`src/rtl/alu_seq_pkg.sv`:
```
// rtl/alu_seq_pkg.sv - opcode/state enums and width helper for the sequential ALU
package alu_seq_pkg;

    typedef enum logic [2:0] {
        ALU_ADD = 3'b000,
        ALU_SUB = 3'b001,
        ALU_AND = 3'b010,
        ALU_OR  = 3'b011,
        ALU_XOR = 3'b100,
        ALU_SHL = 3'b101,
        ALU_MUL = 3'b110,
        ALU_DIV = 3'b111
    } alu_op_e;

    typedef enum logic [1:0] {
        ST_IDLE = 2'd0,
        ST_CALC = 2'd1,
        ST_DONE = 2'd2
    } alu_state_e;

    // Counter and shift-amount width; never below one bit.
    function automatic int cnt_width(input int n);
        return (n < 2) ? 1 : $clog2(n);
    endfunction

endpackage

```
`src/rtl/alu_seq_n_bits_iter_unit.sv`:
```
// rtl/alu_seq_n_bits_iter_unit.sv - shift-add multiplier / restoring divider step (divider under ALU_DIV_EN)
module alu_iter_unit
    import alu_seq_pkg::*;
#(
    parameter int N = 4
) (
    input  logic         clk,
    input  logic         rst_n,
    input  logic         load,
    input  logic         step,
    input  logic         div_mode,
    input  logic [N-1:0] a,
    input  logic [N-1:0] b,
    output logic [N-1:0] lo_nx,
    output logic [N-1:0] hi_nx
);

    logic [N-1:0] lo;
    logic [N-1:0] hi;
    logic [N-1:0] dvs;
    logic [N:0]   mul_acc;
    logic [N-1:0] mul_lo;
    logic [N-1:0] mul_hi;

    // {hi, lo} holds partial product and remaining multiplier bits.
    assign mul_acc = {1'b0, hi} + (lo[0] ? {1'b0, dvs} : '0);
    assign mul_hi  = mul_acc[N:1];
    assign mul_lo  = {mul_acc[0], lo[N-1:1]};

`ifdef ALU_DIV_EN
    logic [N:0]   div_shift;
    logic [N-1:0] div_sub;
    logic         div_ok;

    // hi is the partial remainder, lo shifts dividend out and quotient in.
    assign div_shift = {hi, lo[N-1]};
    assign div_ok    = (div_shift >= {1'b0, dvs});
    assign div_sub   = div_shift[N-1:0] - dvs;
    assign lo_nx     = div_mode ? {lo[N-2:0], div_ok} : mul_lo;
    assign hi_nx     = div_mode ? (div_ok ? div_sub : div_shift[N-1:0]) : mul_hi;
`else
    logic unused_div_mode;
    assign unused_div_mode = div_mode;
    assign lo_nx = mul_lo;
    assign hi_nx = mul_hi;
`endif

    always_ff @(posedge clk) begin
        if (!rst_n) begin
            lo  <= '0;
            hi  <= '0;
            dvs <= '0;
        end else if (load) begin
            lo  <= a;
            hi  <= '0;
            dvs <= b;
        end else if (step) begin
            lo  <= lo_nx;
            hi  <= hi_nx;
        end
    end

endmodule

```
`src/rtl/sum_adder.sv`:
```
// rtl/sum_adder.sv - N-bit ripple sum with carry in/out
module sum_adder #(
    parameter int N = 4
) (
    input  logic [N-1:0] a,
    input  logic [N-1:0] b,
    input  logic         cin,
    output logic [N-1:0] sum,
    output logic         cout
);

    assign {cout, sum} = {1'b0, a} + {1'b0, b} + {{N{1'b0}}, cin};

endmodule

```
`src/rtl/alu_seq_n_bits.sv`:
```
// rtl/alu_seq_n_bits.sv - handshaked sequential N-bit ALU; define ALU_DIV_EN to build the divider
module alu_seq_n_bits
    import alu_seq_pkg::*;
#(
    parameter int N = 4
) (
    input  logic         clk,
    input  logic         rst_n,
    input  logic         in_valid,
    output logic         in_ready,
    input  logic [N-1:0] a,
    input  logic [N-1:0] b,
    input  logic [2:0]   control,
    output logic         out_valid,
    input  logic         out_ready,
    output logic [N-1:0] result,
    output logic [N-1:0] result_hi,
    output logic         v,
    output logic         c,
    output logic         n,
    output logic         z,
    output logic         e
);

    localparam int CW = cnt_width(N);

    alu_state_e    state;
    alu_state_e    state_nx;
    alu_op_e       op_in;
    alu_op_e       op_q;
    logic [CW-1:0] cnt;
    logic [N-1:0]  b_eff;
    logic [N-1:0]  add_sum;
    logic          add_cout;
    logic [N:0]    shl_wide;
    logic [N-1:0]  sc_res;
    logic [N-1:0]  sc_hi;
    logic          sc_c;
    logic          sc_v;
    logic          sc_e;
    logic          is_iter;
    logic          last_step;
    logic [N-1:0]  it_lo_nx;
    logic [N-1:0]  it_hi_nx;

    assign op_in     = alu_op_e'(control);
    assign b_eff     = control[0] ? ~b : b;
    // Bit N of the widened shift is the last bit pushed out of a.
    assign shl_wide  = {1'b0, a} << b[CW-1:0];
    assign last_step = (cnt == CW'(N - 1));
    assign in_ready  = (state == ST_IDLE);
    assign out_valid = (state == ST_DONE);

`ifdef ALU_DIV_EN
    assign is_iter = (op_in == ALU_MUL) || ((op_in == ALU_DIV) && (b != '0));
`else
    assign is_iter = (op_in == ALU_MUL);
`endif

    sum_adder #(.N(N)) u_sum (
        .a    (a),
        .b    (b_eff),
        .cin  (control[0]),
        .sum  (add_sum),
        .cout (add_cout)
    );

    alu_iter_unit #(.N(N)) u_iter (
        .clk      (clk),
        .rst_n    (rst_n),
        .load     (in_ready && in_valid && is_iter),
        .step     (state == ST_CALC),
        .div_mode (op_q == ALU_DIV),
        .a        (a),
        .b        (b),
        .lo_nx    (it_lo_nx),
        .hi_nx    (it_hi_nx)
    );

    always_comb begin
        sc_res = '0;
        sc_hi  = '0;
        sc_c   = 1'b0;
        sc_v   = 1'b0;
        sc_e   = 1'b0;
        case (op_in)
            ALU_ADD, ALU_SUB: begin
                sc_res = add_sum;
                sc_c   = add_cout;
                sc_v   = (a[N-1] == b_eff[N-1]) && (add_sum[N-1] != a[N-1]);
            end
            ALU_AND: sc_res = a & b;
            ALU_OR:  sc_res = a | b;
            ALU_XOR: sc_res = a ^ b;
            ALU_SHL: begin
                sc_res = shl_wide[N-1:0];
                sc_c   = shl_wide[N];
            end
            ALU_DIV: begin
`ifdef ALU_DIV_EN
                sc_res = '1;
                sc_hi  = a;
`endif
                sc_e   = 1'b1;
            end
            default: ;
        endcase
    end

    always_comb begin
        state_nx = state;
        case (state)
            ST_IDLE: if (in_valid) state_nx = is_iter ? ST_CALC : ST_DONE;
            ST_CALC: if (last_step) state_nx = ST_DONE;
            ST_DONE: if (out_ready) state_nx = ST_IDLE;
            default: state_nx = ST_IDLE;
        endcase
    end

    always_ff @(posedge clk) begin
        if (!rst_n) begin
            state     <= ST_IDLE;
            cnt       <= '0;
            op_q      <= ALU_ADD;
            result    <= '0;
            result_hi <= '0;
            v         <= 1'b0;
            c         <= 1'b0;
            n         <= 1'b0;
            z         <= 1'b0;
            e         <= 1'b0;
        end else begin
            state <= state_nx;
            if ((state == ST_IDLE) && in_valid) begin
                op_q <= op_in;
                cnt  <= '0;
                if (!is_iter) begin
                    result    <= sc_res;
                    result_hi <= sc_hi;
                    v         <= sc_v;
                    c         <= sc_c;
                    n         <= sc_res[N-1];
                    z         <= (sc_res == '0);
                    e         <= sc_e;
                end
            end else if (state == ST_CALC) begin
                cnt <= cnt + CW'(1);
                if (last_step) begin
                    result    <= it_lo_nx;
                    result_hi <= it_hi_nx;
                    v         <= (op_q == ALU_MUL) && (it_hi_nx != '0);
                    c         <= (op_q == ALU_MUL) && (it_hi_nx != '0);
                    n         <= it_lo_nx[N-1];
                    z         <= (it_lo_nx == '0);
                    e         <= 1'b0;
                end
            end
        end
    end

endmodule

```
`config.mk`:
```
export PLATFORM = sky130hd
export DESIGN_NAME = alu_seq_n_bits
export DESIGN_NICKNAME = d
export VERILOG_FILES = /design/src/rtl/alu_seq_pkg.sv /design/src/rtl/alu_seq_n_bits_iter_unit.sv /design/src/rtl/sum_adder.sv /design/src/rtl/alu_seq_n_bits.sv
export SDC_FILE = /design/constraint.sdc
export NUM_CORES = 1
export LEC_CHECK = 0
export ABC_AREA = 1
export CAP_MARGIN = 20
export CORE_MARGIN = 1
export CORE_UTILIZATION = 49
export CTS_BUF_LIST = sky130_fd_sc_hd__clkbuf_8 sky130_fd_sc_hd__clkbuf_16
export DETAILED_ROUTE_END_ITERATION = 7
export PLACE_DENSITY = 0.87
export SLEW_MARGIN = 20
export SYNTH_ARGS = -nofsm -noshare
export SYNTH_HDL_FRONTEND = slang
export SYNTH_SLANG_ARGS = --single-unit
export TNS_END_PERCENT = 20
```
`constraint.sdc`:
```
create_clock -name clk -period 1.7 [get_ports clk]
set_input_delay 0.34 -clock clk [delete_from_list [all_inputs] [get_ports clk]]
set_output_delay 0.34 -clock clk [all_outputs]
set_load 0.1 [all_outputs]
```
==> run_results.csv <==
group,metric,value,unit
critical_path,path_max_fanout,2,
pwr,p_clk_share,28.1,%
sta,grt_setup_unrepaired,"true",
pwr,p_leak,1.505,nW
cells_and_area,layout-drive-gt1-share,31.02,%
synth,postSynthRegisterBits,31,
floorplan,die_h,67.48,µm
synth,synth.lib_cells_used.distinct,36,
synth,yosys.area.top_type_share,29.54,%
clocking,cts_buffer_depth,2,
global_route,wire_length_of_the_first_global_routing_pass,9687,µm
drt,detail_route.vias_per_cell,5.425,
clocking,tritoncts,"yes",
critical_path,reg2reg_from,"u_iter.lo[0]",
synth,syn-num-nets,337,
sta,fmax,0.5387,GHz
sta,final-setup-viol-count,3,
global_route,grt_util_all_layers,28.92,%
pwr,pwr_density_cell,685.2,mW/mm²
floorplan,io-pin-count,30,
synth,portion_of_netlist_area_occupied_by_mux_cells,0,%
synth,largest_family_of_logic_cells_by_synthesized_area,"simple AND/OR/NAND/NOR gates",
sta,timing.final.crit_share,109.2,%
sta,timing_max_transition_violations_final,0,
floorplan,rows,23,
drt,wl,6233,µm
hold_path,worstHoldPathCells,2,
clocking,cts_hold_repair.buffers,0,
synth,synth-adder-area-share,12.03,%
critical_path,worst_r2r_path_depth,12,
clocking,ctsHtreeMaxLevel,2,
sta,worstMarginPinSlew,0.2987,ns
synth,ys_top_cells_by_area,"sky130_fd_sc_hd__dfxtp_1 30%, sky130_fd_sc_hd__nand2_1 14%, sky130_fd_sc_hd__ha_1 10%",
critical_path,critical_path.reg2reg.endpoint,"v",
synth,yosys.area_share.xor_xnor,2.918,%
hold_path,hold_path.class,"reg -> reg",
critical_path,startpoint_type,"flop",
synth,synth_area,0.002101,mm²
cells_and_area,post-route-util,75.89,%
global_route,globalRoute.totalOverflow,0,
floorplan,dieArea,0.004553,mm²
synth,ys.flop_type,"sky130_fd_sc_hd__dfxtp_1",
global_route,grt_max_degree,14,
floorplan,horizontal_die_dimension,67.48,µm
floorplan,initial_utilization,51.77,%
job,max-cap-violations,0,
cells_and_area,flow.area_growth_from_synthesis,46.58,%
critical_path,worst_setup_path_end_kind,"flop",
synth,synth-simple-area-share,30.73,%
place,detailed_place_hpwl,4623,µm
sta,timing.slew.headroom,79.88,%
cells_and_area,multiInputGateArea,0.001348,mm²
drt,drcViolationCount,0,
pwr,seqPwrFrac,37.4,%
drt,drt_pass1_iterations,4,
clocking,number_of_clock_buffers_inserted_by_tritoncts,5,
synth,seq_area_frac_synth,29.54,%
cells_and_area,area.sequential,623.1,µm²
pwr,switching_power,0.7459,mW
sta,finalWorstPathRequiredPeriod,1.856,ns
cells_and_area,antenna-diode-count,0,
drt,detail_route.iter0.violations,176,
pwr,power_switching_share,35.36,%
critical_path,signal_arrival_time_at_the_worst_endpoint,2.04,ns
hold_path,worstHoldStart,"cnt[1]",
synth,synth-warning-count,0,
clocking,clkSinkCount,31,
hold_path,timing.hold.worst_endpoint,"cnt[1]",
drt,routed_wire_length_per_instance,14.70,µm
status,failed_checks,"negative setup slack",
status,run_status,"complete, but fails checks",
cells_and_area,fillers,256,
synth,synth_area_leader_cell,"sky130_fd_sc_hd__dfxtp_1",
clocking,clk_pin_slew,0.07,ns
drt,detail-route-antenna-nets,0,
clocking,root_buffer,"sky130_fd_sc_hd__clkbuf_8",
synth,synth_common_cells,"77 x sky130_fd_sc_hd__nand2_1, 38 x sky130_fd_sc_hd__inv_1, 31 x sky130_fd_sc_hd__dfxtp_1",
synth,synth_enable_flop_cells,0,
sta,finClkSkew,0.003210,ns
synth,postSynth.asyncResetShare,0,%
sta,hold_ws,0.4819,ns
global_route,first_global_vias,2249,
critical_path,reg2reg_slack,-0.16,ns
cells_and_area,num-nets-final,408,
clocking,insertion_delay,0.28,ns
global_route,antenna_violations_before_repair,0,
synth,yosysMostFrequentCell,"sky130_fd_sc_hd__nand2_1",
synth,syn_inst,303,
place,port_buffers,29,
pwr,cell_internal_pwr,1.364,mW
drt,detailroute.via_count,2300,
sta,timing.final.hold_violations,0,
floorplan,design.core.area,0.004058,mm²
pwr,maximum_resistive_drop_on_vdd,0.0006777,V
place,post-place-ws,-0.6755,ns
sta,post-route-worst-setup-slack,-0.1563,ns
critical_path,worst_path_class_setup,"reg -> reg",
pwr,comb_pwr_share,34.5,%
critical_path,critPathRequiredTime,1.89,ns
synth,share_of_the_synthesized_area_in_compound_gates_ao_oa_aoi_oai,13.52,%
place,final_estimated_routing_congestion_in_global_placement,0.9523,
synth,syn_avg_cell_area,6.933,µm²
==> worst max-delay path, cell delays in order, from the launching register on <==
cell and delay, ns:
sky130_fd_sc_hd__dfxtp_2 0.34, sky130_fd_sc_hd__nand2_2 0.06, sky130_fd_sc_hd__inv_2 0.06, sky130_fd_sc_hd__ha_4 0.12
sky130_fd_sc_hd__inv_2 0.04, sky130_fd_sc_hd__fa_2 0.56, sky130_fd_sc_hd__inv_2 0.04, sky130_fd_sc_hd__nor3_2 0.17
sky130_fd_sc_hd__nand2_1 0.10, sky130_fd_sc_hd__nand2_1 0.09, sky130_fd_sc_hd__nand3_1 0.08, sky130_fd_sc_hd__nand2_1 0.06
sky130_fd_sc_hd__inv_1 0.03
==> power by group through the flow <==
stage	clock, mW	sequential, mW	combinational (mW)
after floorplan	0	0.903	0.294
after global placement	0	0.802	0.655
after detailed placement	0	0.803	0.677
after CTS	0.595	0.788	0.690
after global routing	0.625	0.792	0.773
final	0.593	0.789	0.728
==> metal layers <==
metal | vias to the layer above | routed length (µm) | global-route usage [%]
li1 | 1114 | - | -
met1 | 1074 | 2303 | 30.12
met5 | - | 0 | 0
met4 | 0 | 297 | 13.83
met3 | 27 | 312 | 5.743
met2 | 85 | 3319 | 54.33
==> logic make-up (layout without fill, tap and decap cells) <==
group                      Yosys count  after routing
and+or+nand+nor                    139            139
buffers and inverters               55            126
AOI/OAI and AO/OA                   52             52
DFF                                 31             31
adders and majority gates           19             19
xor gates and xnor gates             7              7
==> stage by stage <==
stage,instance area (µm²),total power [mW],TNS [ns],cells
2_1_floorplan,2103,1.197,-0.2276,303
3_3_place_gp,2879,1.457,-5.145,416
3_5_place_dp,2879,1.481,-6.890,416
4_1_cts,3009,2.074,-0.4298,424
5_1_grt,3079,2.190,-0.8573,424
6_report,3079,2.110,-0.3248,424
==> worst max-delay path by stage <==
stage	slack (ns)	startpoint	endpoint	cells after the start
after floorplan	-0.06	state[1]	c	10
after global placement	-0.55	control[0]	z	10
after detailed placement	-0.68	control[0]	z	12
after CTS	-0.13	u_iter.dvs[0]	c	13
after global routing	-0.27	u_iter.dvs[0]	v	13
final	-0.16	u_iter.lo[0]	v	12
==> placed cells by master (no fill, tap or decap), types with 12 or more instances in the layout <==
cell type / n
sky130_fd_sc_hd__a21oi_1: 24
sky130_fd_sc_hd__buf_12: 16
sky130_fd_sc_hd__buf_4: 41
sky130_fd_sc_hd__dfxtp_1: 29
sky130_fd_sc_hd__ha_1: 13
sky130_fd_sc_hd__inv_1: 31
sky130_fd_sc_hd__inv_2: 12
sky130_fd_sc_hd__nand2_1: 72
sky130_fd_sc_hd__nand3_1: 14
sky130_fd_sc_hd__nor2_1: 20
sky130_fd_sc_hd__o21ai_0: 13
==> layout make-up <==
class	instances	share of cell area [%]
inverters	47	5.892
repair buffers	72	25.23
multi-input cells	217	43.76
clock buffers	6	2.682
flip-flops and latches	31	20.24
clock inverters	1	0.1625
well taps	50	2.032
==> flip-flops by register name, indices dropped and copies added, names as in the netlist, 2 cells and up <==
name / cells
result_hi: 4
u_iter.dvs: 4
u_iter.hi: 4
u_iter.lo: 4
op_q: 3
result: 3
cnt: 2
state: 2
==> timing repair <==
action | 4_1_cts | 5_1_grt
resized for setup | 21 | 30
hold endpoints to repair | 0 | 0
gates cloned | 0 | 0
pin swaps | 3 | 11
endpoints found under the setup margin | 7 | 11
buffers inserted | 1 | 0
Power figures use the tool's default switching activity.
